$ cat config.mk
export PLATFORM = sky130hd
export DESIGN_NAME = ula_sequencial
export DESIGN_NICKNAME = d
export VERILOG_FILES = /design/src/rtl/ula_pkg.sv /design/src/rtl/ula_mult_iterativa.sv /design/src/rtl/ula_sequencial.sv
export SDC_FILE = /design/constraint.sdc
export NUM_CORES = 1
export LEC_CHECK = 0
export ABC_AREA = 1
export CORE_ASPECT_RATIO = 1.75
export CORE_UTILIZATION = 33
export DETAILED_ROUTE_END_ITERATION = 16
export GPL_ROUTABILITY_DRIVEN = 1
export MAX_ROUTING_LAYER = met4
export PLACE_DENSITY = 0.62
export SLEW_MARGIN = 10
export SYNTH_ARGS = -nofsm -noshare
export SYNTH_HDL_FRONTEND = slang
export SYNTH_SLANG_ARGS = --single-unit
$ cat constraint.sdc
create_clock -name clock -period 2.3 [get_ports clock]
set_input_delay 0.575 -clock clock [delete_from_list [all_inputs] [get_ports clock]]
set_output_delay 0.575 -clock clock [all_outputs]
set_load 0.05 [all_outputs]
$ cat src/rtl/ula_pkg.sv
// Shared definitions for the sequential ALU: opcodes, FSM states and flag-bit positions.
package ula_pkg;

  localparam logic [3:0] OP_AND  = 4'b0000;
  localparam logic [3:0] OP_OR   = 4'b0001;
  localparam logic [3:0] OP_ADD  = 4'b0010;
  localparam logic [3:0] OP_SUB  = 4'b0011;
  localparam logic [3:0] OP_SLT  = 4'b0100;
  localparam logic [3:0] OP_SLTS = 4'b0101;
  localparam logic [3:0] OP_XOR  = 4'b0110;
  localparam logic [3:0] OP_NOR  = 4'b0111;
  localparam logic [3:0] OP_SLL  = 4'b1000;
  localparam logic [3:0] OP_SRL  = 4'b1001;
  localparam logic [3:0] OP_SRA  = 4'b1010;
  localparam logic [3:0] OP_MUL  = 4'b1011;

  typedef enum logic [1:0] {
    StOcioso    = 2'd0,
    StMult      = 2'd1,
    StResultado = 2'd2
  } estado_t;

  localparam int unsigned FLAG_ZERO     = 0;
  localparam int unsigned FLAG_CARRY    = 1;
  localparam int unsigned FLAG_OVERFLOW = 2;
  localparam int unsigned FLAG_NEGATIVO = 3;
  localparam int unsigned FLAG_ERRO     = 4;
  localparam int unsigned NUM_FLAGS     = 5;

  // After reset the (zero) result reads as zero.
  localparam logic [NUM_FLAGS-1:0] FLAGS_RESET = 5'b00001;

endpackage

$ cat src/rtl/ula_mult_iterativa.sv
// Iterative unsigned shift-add multiplier: one multiplier bit per cycle, LARGURA cycles.
module ula_mult_iterativa #(
  parameter int unsigned LARGURA = 8
) (
  input  logic                   clock,
  input  logic                   reset_n,
  input  logic                   start,
  input  logic [LARGURA-1:0]     multiplicando,
  input  logic [LARGURA-1:0]     multiplicador,
  output logic                   busy,
  output logic                   done,
  output logic [2*LARGURA-1:0]   produto
);

  localparam int unsigned CW = $clog2(LARGURA + 1);

  logic [2*LARGURA-1:0] produto_q, produto_d;
  logic [LARGURA-1:0]   mcand_q, mcand_d;
  logic [CW-1:0]        cnt_q, cnt_d;
  logic                 busy_q, busy_d;
  logic [LARGURA:0]     soma;

  // Upper half accumulates; the multiplier sits in the lower half and shifts out LSB-first.
  always_comb begin
    soma      = {1'b0, produto_q[2*LARGURA-1:LARGURA]} +
                (produto_q[0] ? {1'b0, mcand_q} : '0);
    produto_d = produto_q;
    mcand_d   = mcand_q;
    cnt_d     = cnt_q;
    busy_d    = busy_q;
    if (start) begin
      produto_d = {{LARGURA{1'b0}}, multiplicador};
      mcand_d   = multiplicando;
      cnt_d     = CW'(LARGURA);
      busy_d    = 1'b1;
    end else if (busy_q) begin
      if (cnt_q != '0) begin
        produto_d = {soma, produto_q[LARGURA-1:1]};
        cnt_d     = cnt_q - 1'b1;
      end else begin
        busy_d = 1'b0;
      end
    end
  end

  always_ff @(posedge clock) begin
    if (!reset_n) begin
      produto_q <= '0;
      mcand_q   <= '0;
      cnt_q     <= '0;
      busy_q    <= 1'b0;
    end else begin
      produto_q <= produto_d;
      mcand_q   <= mcand_d;
      cnt_q     <= cnt_d;
      busy_q    <= busy_d;
    end
  end

  assign busy    = busy_q;
  assign done    = busy_q && (cnt_q == '0);
  assign produto = produto_q;

endmodule

$ cat src/rtl/ula_sequencial.sv
// Sequential ALU with valid/ready handshakes, status flags and an iterative multiplier.
module ula_sequencial
  import ula_pkg::*;
#(
  parameter int unsigned LARGURA  = 8,
  parameter int unsigned DESLOC_W = $clog2(LARGURA)
) (
  input  logic               clock,
  input  logic               reset_n,
  input  logic               entrada_valida,
  output logic               entrada_pronta,
  input  logic [LARGURA-1:0] entrada1,
  input  logic [LARGURA-1:0] entrada2,
  input  logic [3:0]         sinal_ula,
  output logic               saida_valida,
  input  logic               saida_aceita,
  output logic [LARGURA-1:0] saida_ula,
  output logic [LARGURA-1:0] saida_alta,
  output logic               zero,
  output logic               carry,
  output logic               overflow,
  output logic               negativo,
  output logic               erro
);

  localparam int unsigned MSB = LARGURA - 1;

  estado_t                estado_q, estado_d;
  logic [LARGURA-1:0]     saida_ula_q, saida_ula_d;
  logic [LARGURA-1:0]     saida_alta_q, saida_alta_d;
  logic [NUM_FLAGS-1:0]   flags_q, flags_d;

  logic                   transf, e_mul, carrega_alu, carrega_mul, mult_start;
  logic                   mult_busy, mult_done;
  logic [2*LARGURA-1:0]   produto;

  logic [LARGURA-1:0]     res;
  logic [LARGURA:0]       soma, dif;
  logic [DESLOC_W-1:0]    desloc;
  logic                   carry_c, ovf_c, erro_c;

  ula_mult_iterativa #(
    .LARGURA(LARGURA)
  ) u_mult (
    .clock        (clock),
    .reset_n      (reset_n),
    .start        (mult_start),
    .multiplicando(entrada1),
    .multiplicador(entrada2),
    .busy         (mult_busy),
    .done         (mult_done),
    .produto      (produto)
  );

  // Single-cycle datapath; evaluated from the live inputs and captured on the transfer edge.
  always_comb begin
    res     = '0;
    carry_c = 1'b0;
    ovf_c   = 1'b0;
    erro_c  = 1'b0;
    soma    = {1'b0, entrada1} + {1'b0, entrada2};
    dif     = {1'b0, entrada1} - {1'b0, entrada2};
    desloc  = entrada2[DESLOC_W-1:0];
    case (sinal_ula)
      OP_AND:  res = entrada1 & entrada2;
      OP_OR:   res = entrada1 | entrada2;
      OP_ADD: begin
        res     = soma[LARGURA-1:0];
        carry_c = soma[LARGURA];
        ovf_c   = (entrada1[MSB] == entrada2[MSB]) && (soma[MSB] != entrada1[MSB]);
      end
      OP_SUB: begin
        res     = dif[LARGURA-1:0];
        carry_c = dif[LARGURA];
        ovf_c   = (entrada1[MSB] != entrada2[MSB]) && (dif[MSB] != entrada1[MSB]);
      end
      OP_SLT:  res = {{(LARGURA-1){1'b0}}, (entrada1 < entrada2)};
      OP_SLTS: res = {{(LARGURA-1){1'b0}}, ($signed(entrada1) < $signed(entrada2))};
      OP_XOR:  res = entrada1 ^ entrada2;
      OP_NOR:  res = ~(entrada1 | entrada2);
      OP_SLL:  res = entrada1 << desloc;
      OP_SRL:  res = entrada1 >> desloc;
      OP_SRA:  res = $unsigned($signed(entrada1) >>> desloc);
      OP_MUL:  res = '0;
      default: erro_c = 1'b1;
    endcase
  end

  always_comb begin
    entrada_pronta = (estado_q == StOcioso) || ((estado_q == StResultado) && saida_aceita);
    transf         = entrada_valida && entrada_pronta;
    e_mul          = (sinal_ula == OP_MUL);
    estado_d       = estado_q;
    carrega_alu    = 1'b0;
    carrega_mul    = 1'b0;
    mult_start     = 1'b0;
    case (estado_q)
      StOcioso, StResultado: begin
        if ((estado_q == StResultado) && saida_aceita) estado_d = StOcioso;
        if (transf) begin
          if (e_mul) begin
            estado_d   = StMult;
            mult_start = 1'b1;
          end else begin
            estado_d    = StResultado;
            carrega_alu = 1'b1;
          end
        end
      end
      StMult: begin
        if (mult_done) begin
          estado_d    = StResultado;
          carrega_mul = 1'b1;
        end else if (!mult_busy) begin
          estado_d = StOcioso;  // multiplier lost its operation; never stall here
        end
      end
      default: estado_d = StOcioso;
    endcase
  end

  always_comb begin
    saida_ula_d  = saida_ula_q;
    saida_alta_d = saida_alta_q;
    flags_d      = flags_q;
    if (carrega_alu) begin
      saida_ula_d             = res;
      saida_alta_d            = '0;
      flags_d[FLAG_ZERO]      = (res == '0);
      flags_d[FLAG_CARRY]     = carry_c;
      flags_d[FLAG_OVERFLOW]  = ovf_c;
      flags_d[FLAG_NEGATIVO]  = res[MSB];
      flags_d[FLAG_ERRO]      = erro_c;
    end else if (carrega_mul) begin
      saida_ula_d             = produto[LARGURA-1:0];
      saida_alta_d            = produto[2*LARGURA-1:LARGURA];
      flags_d[FLAG_ZERO]      = (produto == '0);
      flags_d[FLAG_CARRY]     = 1'b0;
      flags_d[FLAG_OVERFLOW]  = 1'b0;
      flags_d[FLAG_NEGATIVO]  = produto[MSB];
      flags_d[FLAG_ERRO]      = 1'b0;
    end
  end

  always_ff @(posedge clock) begin
    if (!reset_n) begin
      estado_q     <= StOcioso;
      saida_ula_q  <= '0;
      saida_alta_q <= '0;
      flags_q      <= FLAGS_RESET;
    end else begin
      estado_q     <= estado_d;
      saida_ula_q  <= saida_ula_d;
      saida_alta_q <= saida_alta_d;
      flags_q      <= flags_d;
    end
  end

  assign saida_valida = (estado_q == StResultado);
  assign saida_ula    = saida_ula_q;
  assign saida_alta   = saida_alta_q;
  assign zero         = flags_q[FLAG_ZERO];
  assign carry        = flags_q[FLAG_CARRY];
  assign overflow     = flags_q[FLAG_OVERFLOW];
  assign negativo     = flags_q[FLAG_NEGATIVO];
  assign erro         = flags_q[FLAG_ERRO];

endmodule

==> reports/qor.csv <==
stage,metric,value,unit
synthesis,total nets after synthesis,794,
worst_setup_path,CP Data Required Time,2.54,ns
run,max-cap violations,0,
grt,global-route wire length before repair,25500,um
layout,Area Overhead vs Synth,47.3,%
layout,ANT cells,0,
timing,Final WS setup,0.104,ns
worst_setup_path,Worst EP arrival,2.43,ns
synthesis,Netlist cell types,35,
synthesis,Yosys top cell area share,23.3,%
route,routed wire length,16800,um
route,Vias,5351,
synthesis,Gate Count Post-Synth,733,
worst_setup_path,Worst Path Max Fanout,3,
floorplan,Core Footprint,0.0129,mm^2
grt,vias in the first global route,5267,
power_and_ir_drop,total power,2.55,mW
route,DRT iter0 DRCs,294,
timing,Fin Setup TNS,0,ns
layout,# nets final,961,
outcome,status,"finished, final reports clean",
floorplan,die height,154,um
worst_setup_path,critical path class,input port to flip-flop,
clocking,H-Tree Depth,2,
worst_setup_path,startpoint types,input port,
grt,largest net degree at the start of global routing,24,
route,vias per cell,5.00,
timing,pins over their slew limit,0,
synthesis,largest cells by area after synthesis,"dfxtp_1 23%, nand2_1 16%, ha_1 9.7%",
layout,"commonest non-fill, non-tap cells in the layout","181 x nand2_1, 134 x buf_4, 81 x inv_1",
route,Residual DRC,0,
placement,Final Wtd Congestion,0.993,
route,wire length per cell,15.7,um
floorplan,Initial Util,33.9,%
layout,"most common cell after layout, fill and taps aside",nand2_1,
floorplan,# rows,55,
timing,Least-Margin Pin Slew,0.534,ns
clocking,clk buf depth,2,
timing,Max transition margin,64.1,%
power_and_ir_drop,LEAKAGE,3.12,nW
timing,minimum clock period,2.20,ns
timing,Final period util,95.5,%
synthesis,synthesized cell area,0.00438,mm^2
worst_setup_path,Setup crit end kind,flip-flop,
layout,share of cells above drive strength 1,26.5,%
synthesis,Yosys top cell by area,dfxtp_1,
timing,Peak Freq,455,MHz
clocking,CTS tree,done,
timing,final setup fails,0,
route,post-route antenna net violation count,0,
floorplan,I/O pin total,47,
synthesis,yosys warns,0,
timing,final setup skew,0.00422,ns
placement,DP HPWL,14000,um
clocking,clock root cell,clkbuf_16,
synthesis,Synth Register Bits,51,
timing,"Hold Violations, Final",0,
grt,initial antenna violation count,0,
floorplan,DIE WIDTH,89.1,um
clocking,Clock Sinks,51,
hold_path,Min-Delay Path Class,flip-flop to flip-flop,
timing,Hold WS,0.461,ns
clocking,clk_lat worst skew,0.29,ns
clocking,clock slew at the register clock pins of the worst setup and hold paths,0.06,ns
route,TritonRoute pass-1 iters,7,
power_and_ir_drop,VDD IR max,0.244,mV
grt,GR Overflow Total,0,
power_and_ir_drop,power per cell area,395,mW/mm^2
timing,RSZ-0062 raised after global routing,yes,
floorplan,overall die area,0.0138,mm^2
placement,DP Worst Slack,-0.733,ns
synthesis,Post-Syn Area per Cell,5.98,um^2
clocking,CTS Buf Count,5,
grt,GRT Total Usage,25.3,%
placement,port bufs,46,
synthesis,sequential-to-total area share from yosys stat,23.3,%
-- through the flow --
step	cell area, um^2	util (%)	std cells
floorplan	4390	-	733
global placement	5980	46.3	1058
detailed placement	5980	46.3	1058
CTS	6360	49.2	1069
global route	6460	49.9	1070
finish	6460	49.9	1070
-- state kept, by name, summed over array words and instances (netlist names) --
signal,cells
estado_q,2
saida_ula,7
flags_q,5
u_mult.mcand_q,8
u_mult.cnt_q,4
u_mult.produto,16
u_mult.busy,1
saida_alta,8
-- per-layer routing --
layer	global-route usage, %	routed length (um)	up-vias
met1	22.8	5860	2404
met2	47.5	9200	163
met3	2.29	482	62
li1	-	-	2722
met5	-	0	-
met4	17.6	1270	0
-- worst paths after layout --
kind	from	endpoint	slack, ns	cells after the start
setup / recovery	entrada1[0]	flags_q[0]	0.10	16
hold reg to reg	u_mult.cnt_q[0]	u_mult.cnt_q[0]	0.46	2
setup reg to reg	u_mult.produto[0]	u_mult.produto[13]	0.21	13
hold / removal	u_mult.cnt_q[0]	u_mult.cnt_q[0]	0.46	2
-- cell usage after synthesis (all sizes together) --
cell / n
a211oi: 12
ha: 34
o21ai: 51
nor4: 4
inv: 103
clkbuf: 14
a21boi: 1
xor2: 3
o211ai: 2
a221oi: 2
a31oi: 1
clkinv: 2
or3: 1
nand4: 13
xnor2: 2
a21oi: 61
nand2: 189
or2: 3
nor2: 81
nand3: 78
dfxtp: 51
buf: 12
o21bai: 1
nand3b: 2
o21a: 2
fa: 3
nor3: 5
-- power by group --
part / internal, mW / switching [mW]
clock network: 0.392 / 0.295
logic: 0.403 / 0.539
registers: 0.905 / 0.0145
-- critical path, cell delays in order --
cell,delay [ns]
buf_6,0.11
inv_4,0.05
ha_4,0.11
inv_2,0.04
fa_2,0.40
xor2_1,0.17
nor2_1,0.06
nor2_1,0.10
nand3b_1,0.17
a21oi_2,0.19
nand3_2,0.10
nor2_2,0.10
nand3_1,0.08
nand2_1,0.07
nand2_1,0.05
nand2_1,0.06
-- cell families after synthesis --
kind of cell             after synthesis  share of synthesized area (%)
adder cells (fa/ha/maj)               37                           11.1
buffers and inverters                131                           11.7
flip-flops                            51                           23.3
AO/OA/AOI/OAI                        133                           16.6
XOR/XNOR                               5                          0.999
AND/OR/NAND/NOR                      376                           36.4
-- cell type report --
class                           instances  area [um^2]
Tap cell                              171          214
Clock buffer                            6          129
Inverter                              105          399
Fill cell                            1397         6480
Multi-Input combinational cell        551         3150
Timing Repair Buffer                  186         1540
Sequential cell                        51         1020
-- timing repair --
action                                  CTS  global route
cloned                                    0             0
gates resized for setup                  90            41
endpoints found under the setup margin   11            12
pin swaps                                26            20
buffers inserted                          5             1
hold buffers                              0             0
No activity file was read; power rests on OpenSTA's default activity.
